File: src/rtl/design02_scheduler.sv
// design02_scheduler
//
// Round-robin front end that shares one mkDesign_02 datapath between two
// requesters. One request is taken at a time. For that request the block
// calls the datapath's start(a,b), then result(c), then check(d). It then
// returns the captured result and check values to the requester that won.
//
// Ports
//   CLK, RST_N                 clock (rising edge), async active-low reset
//   reqN_valid / reqN_ready    request handshake, N = 0,1
//   reqN_a/b/c/d               operands for start a/b, result c, check d
//   rspN_valid / rspN_ready    response handshake
//   rspN_result/check/err      captured datapath values, watchdog abort flag
//   dut_*                      datapath method enables, arguments and readies
//   dbg_state                  current FSM state, for observation only
//
// Handshake semantics (every valid/ready pair): a transfer happens on the
// rising edge where both valid and ready are 1. A valid that has been raised
// stays high, with its payload stable, until that transfer happens.
//
// Optional feature: define SCHED_TIMEOUT_EN to build in a watchdog. The
// watchdog aborts an operation that spends TIMEOUT cycles in START/WAIT_RES.
// The aborted operation is answered with err=1 and zero data.
module design02_scheduler #(
  parameter int W       = 6,
  parameter int TIMEOUT = 15
) (
  input  logic         CLK,
  input  logic         RST_N,
  input  logic         req0_valid,
  output logic         req0_ready,
  input  logic [W-1:0] req0_a,
  input  logic [W-1:0] req0_b,
  input  logic [W-1:0] req0_c,
  input  logic [W-1:0] req0_d,
  input  logic         req1_valid,
  output logic         req1_ready,
  input  logic [W-1:0] req1_a,
  input  logic [W-1:0] req1_b,
  input  logic [W-1:0] req1_c,
  input  logic [W-1:0] req1_d,
  output logic         rsp0_valid,
  input  logic         rsp0_ready,
  output logic [W-1:0] rsp0_result,
  output logic [W-1:0] rsp0_check,
  output logic         rsp0_err,
  output logic         rsp1_valid,
  input  logic         rsp1_ready,
  output logic [W-1:0] rsp1_result,
  output logic [W-1:0] rsp1_check,
  output logic         rsp1_err,
  output logic [W-1:0] dut_start_a,
  output logic [W-1:0] dut_start_b,
  output logic         dut_EN_start,
  input  logic         dut_STready,
  output logic [W-1:0] dut_result_c,
  input  logic [W-1:0] dut_result,
  input  logic         dut_RESready,
  output logic [W-1:0] dut_check_d,
  output logic         dut_EN_check,
  input  logic [W-1:0] dut_check,
  input  logic         dut_CHready,
  output logic [2:0]   dbg_state
);

  localparam logic [2:0] S_IDLE     = 3'd0;
  localparam logic [2:0] S_START    = 3'd1;
  localparam logic [2:0] S_WAIT_RES = 3'd2;
  localparam logic [2:0] S_CHECK    = 3'd3;
  localparam logic [2:0] S_RESP     = 3'd4;

  logic [2:0]   state_q, state_d;
  logic         last_q, last_d;     // index served most recently
  logic         gnt_q, gnt_d;       // index being served now
  logic [W-1:0] a_q, a_d, b_q, b_d, c_q, c_d, d_q, d_d;
  logic [W-1:0] res_q, res_d, chk_q, chk_d;
  logic         err_q, err_d;

  logic sel;      // requester that would win this cycle
  logic accept;   // request handshake this cycle
  logic rsp_hs;   // response handshake this cycle
  logic abort;    // watchdog expiry with the current stage still stalled

  // When both requesters are valid, the one not served last wins. When only
  // one is valid, it wins. last_q resets to 1, so req0 wins the first tie.
  always_comb begin
    if (req0_valid && req1_valid) sel = ~last_q;
    else                          sel = req1_valid;
  end

  assign req0_ready = (state_q == S_IDLE) && req0_valid && !sel;
  assign req1_ready = (state_q == S_IDLE) && req1_valid && sel;
  assign accept     = req0_ready || req1_ready;

  assign dut_EN_start = (state_q == S_START) && dut_STready;
  assign dut_EN_check = (state_q == S_CHECK) && dut_CHready;

  assign rsp0_valid = (state_q == S_RESP) && !gnt_q;
  assign rsp1_valid = (state_q == S_RESP) && gnt_q;
  assign rsp_hs     = gnt_q ? rsp1_valid && rsp1_ready : rsp0_valid && rsp0_ready;

  // Both responders see the same captured registers; only valid is steered.
  assign rsp0_result = res_q;
  assign rsp1_result = res_q;
  assign rsp0_check  = chk_q;
  assign rsp1_check  = chk_q;
  assign rsp0_err    = err_q;
  assign rsp1_err    = err_q;

  // Datapath arguments come straight from the latched request. They stay
  // stable until the next accept.
  assign dut_start_a  = a_q;
  assign dut_start_b  = b_q;
  assign dut_result_c = c_q;
  assign dut_check_d  = d_q;

  assign dbg_state = state_q;

`ifdef SCHED_TIMEOUT_EN
  localparam int CW = $clog2(TIMEOUT + 1);

  logic [CW-1:0] cnt_q, cnt_d;
  logic          in_wd;

  assign in_wd = (state_q == S_START) || (state_q == S_WAIT_RES);

  // Counts cycles spent in START and WAIT_RES. Accept clears it, which is
  // the same as clearing it on entry to START. It sticks at all-ones.
  always_comb begin
    cnt_d = cnt_q;
    if (accept)                               cnt_d = '0;
    else if (in_wd && (cnt_q != {CW{1'b1}}))  cnt_d = cnt_q + CW'(1);
  end

  always_ff @(posedge CLK or negedge RST_N) begin
    if (!RST_N) cnt_q <= '0;
    else        cnt_q <= cnt_d;
  end

  // cnt_q holds the number of cycles already spent. The abort therefore
  // lands on the TIMEOUT-th cycle in START/WAIT_RES.
  assign abort = in_wd && (cnt_q == CW'(TIMEOUT - 1));
`else
  // Watchdog compiled out. The comparison is constant false; it only keeps
  // TIMEOUT referenced so both builds share one parameter list.
  assign abort = (TIMEOUT < 0);
`endif

  always_comb begin
    state_d = state_q;
    last_d  = last_q;
    gnt_d   = gnt_q;
    a_d     = a_q;
    b_d     = b_q;
    c_d     = c_q;
    d_d     = d_q;
    res_d   = res_q;
    chk_d   = chk_q;
    err_d   = err_q;
    case (state_q)
      S_IDLE: begin
        if (accept) begin
          gnt_d   = sel;
          a_d     = sel ? req1_a : req0_a;
          b_d     = sel ? req1_b : req0_b;
          c_d     = sel ? req1_c : req0_c;
          d_d     = sel ? req1_d : req0_d;
          err_d   = 1'b0;
          state_d = S_START;
        end
      end
      S_START: begin
        if (dut_STready) begin
          state_d = S_WAIT_RES;
        end else if (abort) begin
          res_d   = '0;
          chk_d   = '0;
          err_d   = 1'b1;
          state_d = S_RESP;
        end
      end
      S_WAIT_RES: begin
        if (dut_RESready) begin
          res_d   = dut_result;
          state_d = S_CHECK;
        end else if (abort) begin
          res_d   = '0;
          chk_d   = '0;
          err_d   = 1'b1;
          state_d = S_RESP;
        end
      end
      S_CHECK: begin
        // Capture the check value in the same cycle the enable fires.
        if (dut_CHready) begin
          chk_d   = dut_check;
          state_d = S_RESP;
        end
      end
      S_RESP: begin
        if (rsp_hs) begin
          last_d  = gnt_q;
          state_d = S_IDLE;
        end
      end
      default: state_d = S_IDLE;
    endcase
  end

  always_ff @(posedge CLK or negedge RST_N) begin
    if (!RST_N) begin
      state_q <= S_IDLE;
      last_q  <= 1'b1;
      gnt_q   <= 1'b0;
      a_q     <= '0;
      b_q     <= '0;
      c_q     <= '0;
      d_q     <= '0;
      res_q   <= '0;
      chk_q   <= '0;
      err_q   <= 1'b0;
    end else begin
      state_q <= state_d;
      last_q  <= last_d;
      gnt_q   <= gnt_d;
      a_q     <= a_d;
      b_q     <= b_d;
      c_q     <= c_d;
      d_q     <= d_d;
      res_q   <= res_d;
      chk_q   <= chk_d;
      err_q   <= err_d;
    end
  end

endmodule
File: config.mk
export PLATFORM = sky130hd
export DESIGN_NAME = design02_scheduler
export DESIGN_NICKNAME = d
export VERILOG_FILES = /design/src/rtl/design02_scheduler.sv
export SDC_FILE = /design/constraint.sdc
export NUM_CORES = 1
export LEC_CHECK = 0
export ABC_AREA = 1
export BUFFER_PORTS_ARGS = -buffer_cell sky130_fd_sc_hd__buf_2
export CORE_MARGIN = 2
export CORE_UTILIZATION = 38
export CTS_BUF_LIST = sky130_fd_sc_hd__clkbuf_8 sky130_fd_sc_hd__clkbuf_16
export DETAILED_ROUTE_END_ITERATION = 6
export PLACE_DENSITY_LB_ADDON = 0.05
export SETUP_SLACK_MARGIN = 0.05
export SLEW_MARGIN = 25
export SYNTH_ARGS = -nofsm -noshare
export SYNTH_HDL_FRONTEND = slang
export SYNTH_SLANG_ARGS = --single-unit
File: constraint.sdc
create_clock -name CLK -period 1.3 [get_ports CLK]
set_clock_uncertainty 0.15 [all_clocks]
set_input_delay 0.26 -clock CLK [delete_from_list [all_inputs] [get_ports CLK]]
set_output_delay 0.26 -clock CLK [all_outputs]
set_load 0.02 [all_outputs]
==> metrics.txt <==
# TYPE chip_impl_metric gauge
chip_impl_metric{name="synth-edff-count",unit=""} 0
chip_impl_info{name="netlist_top_cells_area",value="dfrtp_1, nand2_1, o21ai_0"} 1
chip_impl_metric{name="io_buffer_count",unit=""} 125
chip_impl_metric{name="synth_area",unit="µm²"} 2000
chip_impl_metric{name="synth_async_sr_flop_share",unit=""} 1.00
chip_impl_metric{name="postLayoutCellArea",unit="µm²"} 3990
chip_impl_metric{name="drt-pass1-iter-count",unit=""} 4
chip_impl_metric{name="clock_path_buffers",unit=""} 2
chip_impl_metric{name="top_level_ports",unit=""} 128
chip_impl_metric{name="synth_warnings",unit=""} 0
chip_impl_metric{name="die_w",unit="µm"} 76.5
chip_impl_metric{name="placedInstanceArea",unit="µm²"} 2820
chip_impl_metric{name="tritoncts_buffers",unit=""} 5
chip_impl_metric{name="post_synthesis_instance_total",unit=""} 234
chip_impl_metric{name="final-setup-viol-count",unit=""} 50
chip_impl_metric{name="wl",unit="µm"} 6590
chip_impl_info{name="worst-setup-path-type",value="flip-flop to output port"} 1
chip_impl_info{name="synthTopCellsByCount",value="nand2_1, dfrtp_1, nor2_1"} 1
chip_impl_metric{name="maxCapViolations",unit=""} 0
chip_impl_metric{name="post_route_cells_drive_above_1_share",unit=""} 0.663
chip_impl_metric{name="worst_skew_pair.late_latency",unit="ps"} 290
chip_impl_metric{name="fin_cells",unit=""} 476
chip_impl_metric{name="worst_setup_hold_path_clk_slew",unit="ps"} 80
chip_impl_metric{name="post-place-ws",unit="ps"} -179
chip_impl_metric{name="layout.core_utilization",unit=""} 0.785
chip_impl_metric{name="die_area",unit="µm²"} 5850
chip_impl_metric{name="final_hold_viol_count",unit=""} 0
chip_impl_metric{name="floorplan_row_count",unit=""} 26
chip_impl_metric{name="report.power.total",unit="W"} 0.0109
chip_impl_metric{name="synthXorXnorAreaFrac",unit=""} 0
chip_impl_metric{name="grt_max_degree",unit=""} 21
chip_impl_metric{name="timing.final.ws_setup",unit="ps"} -430
chip_impl_metric{name="power_leakage",unit="nW"} 2.04
chip_impl_info{name="yosysMostFrequentCell",value="nand2_1"} 1
chip_impl_info{name="hp-class",value="input pin to flip-flop"} 1
chip_impl_metric{name="synthMuxAreaShare",unit=""} 0.0338
chip_impl_metric{name="detailed_place_hpwl",unit="µm"} 3930
chip_impl_metric{name="first_global_vias",unit=""} 2122
chip_impl_info{name="clockRootBuffer",value="clkbuf_8"} 1
chip_impl_metric{name="routedWlPerCell",unit="µm"} 13.8
chip_impl_metric{name="irDropWorstVdd",unit="mV"} 1.24
chip_impl_info{name="cts_tree",value="built"} 1
chip_impl_metric{name="cts-htree-levels",unit=""} 2
chip_impl_info{name="run_status",value="finished, violations left"} 1
chip_impl_metric{name="finalCriticalPeriod",unit="ps"} 1730
chip_impl_metric{name="synth_fa_ha_area_frac",unit=""} 0
chip_impl_metric{name="globalRouteTotalUtil",unit=""} 0.212
chip_impl_info{name="synth_area_leader_cell",value="dfrtp_1"} 1
chip_impl_info{name="worst_setup_path_end_kind",value="output port"} 1
chip_impl_metric{name="post_layout_nets",unit=""} 474
chip_impl_metric{name="p_per_area",unit="nW/µm²"} 2730
chip_impl_metric{name="ys_types",unit=""} 24
chip_impl_info{name="synth_top_family_by_area",value="simple AND/OR/NAND/NOR gates"} 1
chip_impl_metric{name="syn_area_per_cell",unit="µm²"} 8.54
chip_impl_info{name="rsz0062_at_grt",value="yes"} 1
chip_impl_metric{name="complex_gate_fraction_of_the_synthesized_area",unit=""} 0.131
chip_impl_info{name="flip_flop_cell_with_the_highest_count_after_synthesis",value="dfrtp_1"} 1
chip_impl_info{name="failed_checks",value="negative setup slack"} 1
chip_impl_metric{name="min_period_over_period",unit=""} 1.33
chip_impl_metric{name="post-route-drc-count",unit=""} 0
chip_impl_metric{name="dp.cells",unit=""} 431
chip_impl_metric{name="critical_path_peak_fanout",unit=""} 5
chip_impl_info{name="crit_path_start_kind",value="flip-flop"} 1
chip_impl_metric{name="cts.sinks",unit=""} 41
chip_impl_metric{name="global_route_wire_length_before_repair",unit="µm"} 10000
chip_impl_metric{name="gpl.final_weighted_congestion",unit=""} 0.779
chip_impl_metric{name="max_clock_freq",unit="MHz"} 578
chip_impl_metric{name="floorplan.initialDensity",unit=""} 0.394
chip_impl_metric{name="worst_ep_arrival_time",unit="ps"} 1320
chip_impl_metric{name="ant_nets",unit=""} 0
chip_impl_metric{name="synth-simple-area-share",unit=""} 0.219
chip_impl_metric{name="vias",unit=""} 2237
chip_impl_metric{name="synth_top_area_share",unit=""} 0.501
chip_impl_metric{name="chipHeight",unit="µm"} 76.5
chip_impl_metric{name="initialDrtViolationCount",unit=""} 93
chip_impl_metric{name="synth.yosys.seq_area_share",unit=""} 0.514
chip_impl_metric{name="antenna_found_initial",unit=""} 0
chip_impl_metric{name="timing_max_transition_violations_final",unit=""} 0
chip_impl_metric{name="antenna-diode-count",unit=""} 0
chip_impl_metric{name="grt_remaining_overflow",unit=""} 0
chip_impl_metric{name="cp.required",unit="ps"} 890
chip_impl_metric{name="core_area",unit="µm²"} 5070
chip_impl_metric{name="yosys_register_bits",unit=""} 41
chip_impl_metric{name="vias_per_cell",unit=""} 4.70
chip_impl_metric{name="layout-area-overhead-vs-synth",unit="%"} 99.4
-- cell type report --
| class | instances | area [µm²] |
|---|---|---|
| multi-input cells | 163 | 1110 |
| inverters | 9 | 62.6 |
| repair inverters | 3 | 38.8 |
| fillers | 343 | 1090 |
| clock inverters | 2 | 33.8 |
| well taps | 70 | 87.6 |
| clock buffers | 6 | 82.6 |
| repair buffers | 182 | 1540 |
| flip-flops and latches | 41 | 1030 |
-- kinds of logic (layout without fill, tap and decap cells) --
family | Yosys count | count (layout)
AND/OR/NAND/NOR | 104 | 104
flip-flops | 41 | 41
AO/OA/AOI/OAI | 51 | 51
multiplexers | 6 | 6
other | 1 | 2
buffers and inverters | 31 | 202
-- sequential cells by signal, indices dropped and copies added (netlist names) --
register and flops:
dbg_state 3, rsp0_check 6, dut_start_b 6, rsp0_result 6, last_q 1, dut_start_a 6
dut_result_c 6, dut_check_d 6, gnt_q 1
-- metal layers --
metal | vias to the layer above | part of all wire | track usage
met2 | 95 | 0.51 | 0.374
met4 | 0 | 0.010 | 0.0618
li1 | 1090 | - | -
met5 | - | 0 | 0
met3 | 7 | 0.064 | 0.0450
met1 | 1045 | 0.41 | 0.260
-- repair_timing --
item	4_1_cts	5_1_grt
buffers inserted	21	15
hold buffers	1	0
pin swaps	10	17
gates resized for setup	125	112
hold endpoints to repair	11	0
gates cloned	3	2
endpoints found under the setup margin	88	98
-- path summary, 6_finish.rpt --
check / startpoint / to / slack [ps] / cells past startpoint
worst min-delay path: dut_check[2] / rsp0_check[2]$_DFFE_PN0P_ / 8 / 3
min in group asynchronous: RST_N / dut_result_c[3]$_DFFE_PN0P_ / 250 / 2
max in group asynchronous: RST_N / rsp0_result[0]$_DFFE_PN0P_ / 290 / 3
worst min register to register: dut_start_a[5]$_DFFE_PN0P_ / dut_start_a[5]$_DFFE_PN0P_ / 370 / 2
worst max-delay path: dbg_state[2]$_DFFE_PN0P_ / req0_ready / -430 / 4
worst max register to register: dbg_state[2]$_DFFE_PN0P_ / dut_start_a[5]$_DFFE_PN0P_ / -350 / 9
-- worst max-delay path, stage by stage, from the launching register on --
cell	delay, ps
dfrtp_2	460
nor2_4	150
nand2_4	80
nor3b_4	200
buf_6	140
-- through the flow --
stage	hold slack (ps)	TNS (ps)
2_1_floorplan	-186	-5770
3_3_place_gp	47.2	-3840
3_5_place_dp	52.5	-4360
4_1_cts	0.307	-12430
5_1_grt	18.0	-15610
6_report	8.48	-12540
-- report_power, final --
part / internal, W / leakage [nW] / switching, W / total (W)
sequential: 0.00194 / 0.496 / 0.000655 / 0.00259
clock: 0.000619 / 0.0626 / 0.000452 / 0.00107
combinational: 0.00378 / 1.49 / 0.00343 / 0.00721
-- layout by cell type, fill, tap and decap left out, types with 2 or more instances in the layout --
cell type and count:
buf_6 70, buf_2 68, dfrtp_1 37, buf_4 35
nand2_1 32, nor2_1 26, o21ai_2 22, o21ai_1 19
nand2_2 15, nand2_4 14, nor2_4 7, o21ai_0 7
inv_1 6, mux2_4 6, clkbuf_8 6, nand3_1 4
buf_8 4, buf_12 4, dfrtp_2 3, inv_2 2
nand3_4 2, conb_1 2, inv_8 2
No activity file was read; power rests on OpenSTA's default activity.
